**config.mk**
```make
export PLATFORM = sky130hd
export DESIGN_NAME = sync_fifo_prog_flat
export DESIGN_NICKNAME = d
export VERILOG_FILES = /design/src/rtl/sync_fifo_prog_if.sv /design/src/rtl/sync_fifo_prog.sv /design/src/flat_wrapper.sv
export SDC_FILE = /design/constraint.sdc
export NUM_CORES = 1
export LEC_CHECK = 0
export ABC_AREA = 1
export ABC_CLOCK_PERIOD_IN_PS = 2700
export CAP_MARGIN = 20
export CORE_MARGIN = 2
export CORE_UTILIZATION = 53
export DETAILED_ROUTE_END_ITERATION = 12
export DONT_BUFFER_PORTS = 1
export GPL_TIMING_DRIVEN = 0
export PLACE_DENSITY = 0.76
export SYNTH_ARGS = -nofsm -noshare
export SYNTH_HDL_FRONTEND = slang
export SYNTH_SLANG_ARGS = --single-unit
```
**constraint.sdc**
```tcl
create_clock -name clk -period 2.7 [get_ports clk]
set_clock_uncertainty 0.1 [all_clocks]
set_input_delay 0.54 -clock clk [delete_from_list [all_inputs] [get_ports clk]]
set_output_delay 0.54 -clock clk [all_outputs]
set_load 0.02 [all_outputs]
```
**src/rtl/sync_fifo_prog_if.sv**
```systemverilog
// Producer/consumer bundle for sync_fifo_prog: request side in, data and status out.
interface sync_fifo_prog_if #(
    parameter int FIFO_WIDTH = 16,
    parameter int CNT_W      = 4
);
    logic                  flush;
    logic [FIFO_WIDTH-1:0] data_in;
    logic                  wr_en;
    logic                  rd_en;
    logic [FIFO_WIDTH-1:0] data_out;
    logic [CNT_W-1:0]      count;
    logic                  full;
    logic                  empty;
    logic                  almostfull;
    logic                  almostempty;
    logic                  wr_ack;
    logic                  overflow;
    logic                  underflow;

    modport master (
        output flush, data_in, wr_en, rd_en,
        input  data_out, count, full, empty, almostfull, almostempty,
               wr_ack, overflow, underflow
    );

    modport slave (
        input  flush, data_in, wr_en, rd_en,
        output data_out, count, full, empty, almostfull, almostempty,
               wr_ack, overflow, underflow
    );
endinterface

```
**src/rtl/sync_fifo_prog.sv**
```systemverilog
// Single-clock FIFO, any depth 2..1024, with occupancy count, threshold flags and flush.
// Define FIFO_FWFT_EN for first-word-fall-through reads; default is 1-cycle registered read.
module sync_fifo_prog #(
    parameter int FIFO_WIDTH = 16,
    parameter int FIFO_DEPTH = 8,
    parameter int AF_LEVEL   = FIFO_DEPTH - 1,
    parameter int AE_LEVEL   = 1,
    parameter int CNT_W      = $clog2(FIFO_DEPTH + 1)
) (
    input logic            clk,
    input logic            rst,
    sync_fifo_prog_if.slave bus
);
    localparam int PTR_W = $clog2(FIFO_DEPTH);

    if (FIFO_DEPTH < 2 || FIFO_DEPTH > 1024 || AE_LEVEL >= AF_LEVEL || AF_LEVEL > FIFO_DEPTH)
    begin : g_param_err
        $fatal(1, "sync_fifo_prog: illegal FIFO_DEPTH/AF_LEVEL/AE_LEVEL combination");
    end

    logic [FIFO_WIDTH-1:0] mem [FIFO_DEPTH];
    logic [PTR_W-1:0]      wr_ptr, rd_ptr;
    logic [CNT_W-1:0]      count_q;
    logic                  full, empty;
    logic                  rd_acc, wr_acc;
    logic                  wr_ack_q, overflow_q, underflow_q;

    assign full   = (count_q == CNT_W'(FIFO_DEPTH));
    assign empty  = (count_q == '0);
    assign rd_acc = bus.rd_en && !empty;
    // A full FIFO still takes a write when the same cycle pops a word.
    assign wr_acc = bus.wr_en && (!full || rd_acc);

    always_ff @(posedge clk) begin
        if (rst) begin
            wr_ptr      <= '0;
            rd_ptr      <= '0;
            count_q     <= '0;
            wr_ack_q    <= 1'b0;
            overflow_q  <= 1'b0;
            underflow_q <= 1'b0;
        end else if (bus.flush) begin
            wr_ptr      <= '0;
            rd_ptr      <= '0;
            count_q     <= '0;
            wr_ack_q    <= 1'b0;
            overflow_q  <= 1'b0;
            underflow_q <= 1'b0;
        end else begin
            if (wr_acc)
                wr_ptr <= (wr_ptr == PTR_W'(FIFO_DEPTH - 1)) ? '0 : wr_ptr + 1'b1;
            if (rd_acc)
                rd_ptr <= (rd_ptr == PTR_W'(FIFO_DEPTH - 1)) ? '0 : rd_ptr + 1'b1;
            count_q     <= count_q + CNT_W'(wr_acc) - CNT_W'(rd_acc);
            wr_ack_q    <= wr_acc;
            overflow_q  <= bus.wr_en && !wr_acc;
            underflow_q <= bus.rd_en && !rd_acc;
        end
    end

    // Storage has no reset; contents survive rst and flush.
    always_ff @(posedge clk) begin
        if (!rst && !bus.flush && wr_acc)
            mem[wr_ptr] <= bus.data_in;
    end

`ifdef FIFO_FWFT_EN
    assign bus.data_out = mem[rd_ptr];
`else
    logic [FIFO_WIDTH-1:0] dout_q;

    // Flush deliberately leaves the last read word on data_out.
    always_ff @(posedge clk) begin
        if (rst)
            dout_q <= '0;
        else if (!bus.flush && rd_acc)
            dout_q <= mem[rd_ptr];
    end

    assign bus.data_out = dout_q;
`endif

    assign bus.count       = count_q;
    assign bus.full        = full;
    assign bus.empty       = empty;
    assign bus.almostfull  = (count_q >= CNT_W'(AF_LEVEL)) && !full;
    assign bus.almostempty = (count_q <= CNT_W'(AE_LEVEL)) && !empty;
    assign bus.wr_ack      = wr_ack_q;
    assign bus.overflow    = overflow_q;
    assign bus.underflow   = underflow_q;
endmodule

```
**src/flat_wrapper.sv**
```systemverilog
// flat-port wrapper written by rule: the top's interface ports become plain ports
module sync_fifo_prog_flat 
#(
    parameter int FIFO_WIDTH = 16,
    parameter int FIFO_DEPTH = 8,
    parameter int AF_LEVEL   = FIFO_DEPTH - 1,
    parameter int AE_LEVEL   = 1,
    parameter int CNT_W      = $clog2(FIFO_DEPTH + 1)
)
  (clk, rst, bus_flush, bus_data_in, bus_wr_en, bus_rd_en, bus_data_out, bus_count, bus_full, bus_empty, bus_almostfull, bus_almostempty, bus_wr_ack, bus_overflow, bus_underflow);
  sync_fifo_prog_if #(.FIFO_WIDTH(FIFO_WIDTH), .CNT_W(CNT_W)) bus_i ();
  input logic clk;
  input logic rst;
  input wire logic [$bits(bus_i.flush)-1:0] bus_flush;
  input wire logic [$bits(bus_i.data_in)-1:0] bus_data_in;
  input wire logic [$bits(bus_i.wr_en)-1:0] bus_wr_en;
  input wire logic [$bits(bus_i.rd_en)-1:0] bus_rd_en;
  output wire logic [$bits(bus_i.data_out)-1:0] bus_data_out;
  output wire logic [$bits(bus_i.count)-1:0] bus_count;
  output wire logic [$bits(bus_i.full)-1:0] bus_full;
  output wire logic [$bits(bus_i.empty)-1:0] bus_empty;
  output wire logic [$bits(bus_i.almostfull)-1:0] bus_almostfull;
  output wire logic [$bits(bus_i.almostempty)-1:0] bus_almostempty;
  output wire logic [$bits(bus_i.wr_ack)-1:0] bus_wr_ack;
  output wire logic [$bits(bus_i.overflow)-1:0] bus_overflow;
  output wire logic [$bits(bus_i.underflow)-1:0] bus_underflow;
  assign bus_i.flush = bus_flush;
  assign bus_i.data_in = bus_data_in;
  assign bus_i.wr_en = bus_wr_en;
  assign bus_i.rd_en = bus_rd_en;
  assign bus_data_out = bus_i.data_out;
  assign bus_count = bus_i.count;
  assign bus_full = bus_i.full;
  assign bus_empty = bus_i.empty;
  assign bus_almostfull = bus_i.almostfull;
  assign bus_almostempty = bus_i.almostempty;
  assign bus_wr_ack = bus_i.wr_ack;
  assign bus_overflow = bus_i.overflow;
  assign bus_underflow = bus_i.underflow;
  sync_fifo_prog #(.FIFO_WIDTH(FIFO_WIDTH), .FIFO_DEPTH(FIFO_DEPTH), .AF_LEVEL(AF_LEVEL), .AE_LEVEL(AE_LEVEL), .CNT_W(CNT_W)) u_core (.clk(clk), .rst(rst), .bus(bus_i));
endmodule
```
; Word level (Yosys, flattened, before mapping)
; Memory sizes are Yosys's and may differ from the RTL's. A register that Yosys moved wholly into a read port is not among the register bits.
; Index checks and enable logic that the tools add are counted.
; Widths: inputs -> output; s select.
[word_totals]
ramBits = 128
latchBits = 0
register_bits = 13
out_inout_bits = 27
in_bits = 21
wordCells = 38
memories = 1
rom_bits = 0
[memory_table]
columns = name, words, width, rd, rd_ports_with_merged_regs, wr, line_no
row1 = u_core.mem, 8, 16, 1, 1, 1, sync_fifo_prog.sv:21  ; logic [FIFO_WIDTH-1:0] mem [FIFO_DEPTH];
[op_classes]
n_shift = 0
mux = 4
mul = 0
eq_ne = 3
addsub = 4
magnitude_cmp = 2
n_bitwise = 0
n_reduce_logical = 18
div = 0
[ops]
columns = op, n
row1 = $logic_and 1x1->1, 9
row2 = $add 3x1->3 const B, 2
row3 = $eq 3x3->1 const B, 2
row4 = $logic_not 1->1, 6
row5 = $mux 3, 2
row6 = $add 4x1->4, 1
row7 = $eq 4x4->1 const B, 1
row8 = $ge 4x3->1 const B, 1
row9 = $le 4x1->1 const B, 1
row10 = $logic_not 4->1, 1
row11 = $sub 4x1->4, 1
row12 = $mux 1, 2
row13 = $reduce_or 2->1, 1
row14 = $logic_or 1x1->1, 1

; Logic depth before layout (Yosys ltp)
[depth]
word_depth = 8
ltp_mapped = 13
mapped_depth_nobuf = 13

; Least setup slack after synthesis
; OpenSTA, ideal clock, no wires.
[synth_path]
path_kind = register to register
start = reg u_core.count_q[2] (netlist: u_core.bus.count[2])
end = mem u_core.mem[1][0], enable pin
arrival_time_ns = 2.087
path_slack_ns = 0.125
n_path_buf = 0
stages_incl_launch_ff = 10
required_ns = 2.212
period_less_slack_ns = 2.575
setup_time_ns = 0.388
cell_sequence = dfxtp_1 > inv_1 > ha_1 > nand3_4 > nand2_4 > nand2_2 > nand2_2 > nor2_4 > nand2_1 > nor2_1
[synth_via]
elab_chain_len = 8
word_cells_on_any_way = 10
classes_between = 1 x eq/ne / 2 x mux / 7 x reduce/logical
[synth_lines]
columns = element, line_no
row1 = from (decl), sync_fifo_prog.sv:23  ; logic [CNT_W-1:0] count_q;
row2 = from (signal assigned), sync_fifo_prog.sv:54  ; count_q <= count_q + CNT_W'(wr_acc) - CNT_W'(rd_acc);
row3 = $logic_not 4->1, sync_fifo_prog.sv:29  ; assign empty = (count_q == '0);
row4 = $logic_not 1->1, sync_fifo_prog.sv:30  ; assign rd_acc = bus.rd_en && !empty;
row5 = $logic_and 1x1->1, sync_fifo_prog.sv:30
row6 = $logic_or 1x1->1 (*), sync_fifo_prog.sv:32  ; assign wr_acc = bus.wr_en && (!full || rd_acc);
row7 = $logic_and 1x1->1 (*), sync_fifo_prog.sv:32
row8 = $logic_and 1x1->1 (*), sync_fifo_prog.sv:63  ; if (!rst && !bus.flush && wr_acc)
row9 = $mux 1 (*), sync_fifo_prog.sv:63
row10 = $mux 1 (not written as such) (*), sync_fifo_prog.sv:64  ; mem[wr_ptr] <= bus.data_in;
row11 = to (decl), sync_fifo_prog.sv:21
; Mark *: on every way between the ends. The rest lies on a longest branch, timed or not.

; Worst setup path in the final report
[layout_path]
start = reg u_core.count_q[2] (netlist: u_core.bus.count[2])
end = mem u_core.mem[1][8], enable pin
; The elaborated chain is that of the path after synthesis.

==> impl_metrics.py <==
metrics = {
    "floorplan": {
        "die_h_um": 116.6,
        "die_area_mm2": 0.01360,
        "die_w_um": 116.6,
        "row_count": 41,
        "io_pins": 48,
        "initial_utilization_pct": 53.72,
        "design.core.area_mm2": 0.01252,
    },
    "routing": {
        "route.met3.wl_mm": 1.808,
        "dr.max_layer_used": "met4",
        "ant_nets": 0,
        "drc_errors": 0,
        "dr.pass1.iters": 8,
        "wire_per_inst_um": 19.17,
        "vias": 4786,
        "dr_wl_met2_mm": 8.547,
        "routed_wl_mm": 16.93,
        "wl_met1_mm": 6.111,
        "first_iter_violations": 618,
        "viasPerCell": 5.420,
    },
    "timing": {
        "period_minus_slack_ns": 2.554,
        "setup_viol": 0,
        "fin_ws_ns": 0.1461,
        "tightest_slew_ns": 0.7185,
        "finalCritPeriodShare_pct": 94.59,
        "slew_viol_final": 0,
        "hold_viol_final": 0,
        "slew-limit-headroom_pct": 52.10,
        "fmax_mhz": 391.6,
    },
    "critical_path": {
        "start_kind": "flop",
        "cp.arrival_ns": 2.58,
        "crit_required_ns": 2.73,
        "crit_type": "reg -> reg",
        "worstSetupEndpointType": "flop",
        "path_max_fanout": 9,
    },
    "yosys": {
        "synthAdderAreaFrac_pct": 2.531,
        "synthFlopType": "edfxtp_1",
        "synth-edff-count": 128,
        "yosysMostFrequentCell": "nand2_1",
        "yosysSeqAreaShare_pct": 65.80,
        "synthCells": 665,
        "synthMuxAreaShare_pct": 0,
        "synth.net_count": 699,
        "synth_compound_area_share_pct": 2.270,
        "ys_types": 26,
        "postSynthAreaPerCell_um2": 10.11,
        "synth_top_area_cell": "edfxtp_1",
        "async_flop_share_pct": 0,
        "synth_seq_cells": 157,
        "syn_area_mm2": 0.006724,
        "synth_xor_area_share_pct": 0.1303,
        "yosys_warnings": 0,
        "yosysTopAreaCellShare_pct": 57.16,
        "synth-simple-area-share_pct": 20.30,
        "synth_commonest_cells": "189 x nand2_1, 128 x edfxtp_1, 114 x inv_1",
        "synth_top_family_by_area": "simple AND/OR/NAND/NOR gates",
        "synth.area.top_cells": "edfxtp_1 57%, nand2_1 11%, dfxtp_1 8.6%",
    },
    "grt": {
        "grt_pass1_vias": 4723,
        "gr-total-overflow": 0,
        "grt_pass1_wl_mm": 25.22,
        "grt_max_degree": 17,
        "grt_antenna_before_repair": 0,
        "grt_util_all_layers_pct": 25.73,
    },
    "cells_and_area": {
        "nFillCells": 937,
        "seqCellArea_mm2": 0.004424,
        "final_layout_size_suffix_gt1_share_pct": 12.66,
        "area_delta_synth_final_pct": 16.21,
        "multi_input_area_mm2": 0.001762,
        "n_antenna_cell": 0,
        "post-route-util_pct": 62.43,
        "layout.nets": 732,
    },
    "min_path": {
        "min_path_type": "in -> reg",
    },
    "placement": {
        "hpwl_mm": 10.34,
        "place_ws_ns": -0.2160,
        "port_buffers": 0,
        "gp_congestion": 0.8506,
    },
    "clock_network": {
        "numCtsBuffers": 17,
        "cts-root-buf": "clkbuf_16",
        "clk_latency_ns": 0.43,
        "clkTransAtPathRegs_ns": 0.06,
        "htreeDepth": 4,
        "clock_path_buffers": 2,
        "tritoncts": "built",
        "clkSinkCount": 157,
    },
    "pwr": {
        "ir_worst_vdd_uv": 598.8,
        "pwr-share-clk_pct": 37.3,
        "leakagePower_uw": 0.003265,
        "p_sw_uw": 2082,
        "pwr-share-comb_pct": 20.1,
        "switching_share_pct": 30.75,
        "p_int_uw": 4689,
        "finalPower_uw": 6771,
        "powerDensity_mw_per_mm2": 866.6,
        "p_seq_share_pct": 42.6,
    },
    "run": {
        "max_cap_violations": 0,
    },
    "outcome": {
        "status": "completed",
    },
}
==> logic make-up (layout without fill, tap and decap cells) <==
| kind of cell | count (synthesis) | after routing |
|---|---|---|
| AND/OR/NAND/NOR | 317 | 317 |
| AO/OA/AOI/OAI | 29 | 29 |
| adder cells (fa/ha/maj) | 13 | 13 |
| XOR/XNOR | 1 | 1 |
| buffers and inverters | 148 | 194 |
| flip-flops | 157 | 157 |
==> area by class of cell <==
cell class	count	share of cell area (%)
multi-input combinational	360	22.55
inverter	120	5.797
sequential	157	56.62
tap	172	2.754
timing repair buffer	14	2.402
buffer	28	1.922
clock inverter	15	2.514
clock buffer	17	5.444
==> worst paths after layout <==
check / start / cells after the start / slack (ns) / end
hold / removal: bus_data_in[4] / 0 / 0.10 / u_core.mem[2][4]$_DFFE_PP_
setup / recovery: u_core.bus.count[2]$_SDFF_PP0_ / 10 / 0.15 / u_core.mem[1][8]$_DFFE_PP_
setup reg to reg: u_core.bus.count[2]$_SDFF_PP0_ / 10 / 0.15 / u_core.mem[1][8]$_DFFE_PP_
hold reg to reg: u_core.wr_ptr[2]$_SDFFE_PP0P_ / 2 / 0.45 / u_core.wr_ptr[2]$_SDFFE_PP0P_
==> worst max-delay path: stages, from the launching register on <==
cell	delay, ns
dfxtp_1	0.48
inv_1	0.16
ha_1	0.27
nand3_4	0.11
nand2_4	0.11
nand2_2	0.10
nand2_2	0.10
nor2_4	0.13
nand2_1	0.25
nor2_4	0.22
buf_4	0.21
==> through the flow <==
step	hold slack [ns]	instance area (um2)	TNS, ns	std cells
3_5_place_dp	0.4377	7049	-7.486	843
5_1_grt	0.09163	7814	-0.06712	883
6_report	0.1038	7814	0	883
3_3_place_gp	0.4206	6939	-72.73	837
4_1_cts	0.1003	7696	0	875
2_1_floorplan	0.4080	6724	0	665
==> power by group through the flow <==
stage	Clock (uW)	Combinational, uW	Sequential, uW
floorplan	0	967	2910
global placement	0	1240	2930
detailed placement	0	1300	2940
CTS	2500	1330	2890
global route	2610	1500	2900
finish	2530	1360	2890
==> layer usage <==
layer	vias up	GRT usage [%]
met1	2245	30.27
met3	52	8.199
li1	2211	-
met4	0	10.82
met2	278	43.84
met5	-	0
==> flip-flops by register name (all words and copies together) (netlist names) <==
register / count
u_core.mem: 128
u_core.bus.data_out: 16
u_core.bus.wr_ack: 1
u_core.bus.underflow: 1
u_core.wr_ptr: 3
u_core.rd_ptr: 3
u_core.bus.overflow: 1
u_core.bus.count: 4
==> placed cells by master (no fill, tap or decap), drive strengths merged, types with 2 or more instances in the layout <==
cell type,instances
a211oi,2
a21oi,20
buf,37
bufinv,4
clkbuf,22
clkinv,5
clkinvlp,6
dfxtp,29
edfxtp,128
ha,12
inv,120
nand2,192
nand3,99
nor2,26
o21ai,6
==> timing repair <==
item / in CTS / in global routing
hold buffers: 0 / 0
setup buffers: 0 / 8
setup endpoints to repair: 50 / 98
pin swaps: 0 / 3
resized for setup: 5 / 5
Note: power is estimated with default switching activity, not from simulation.
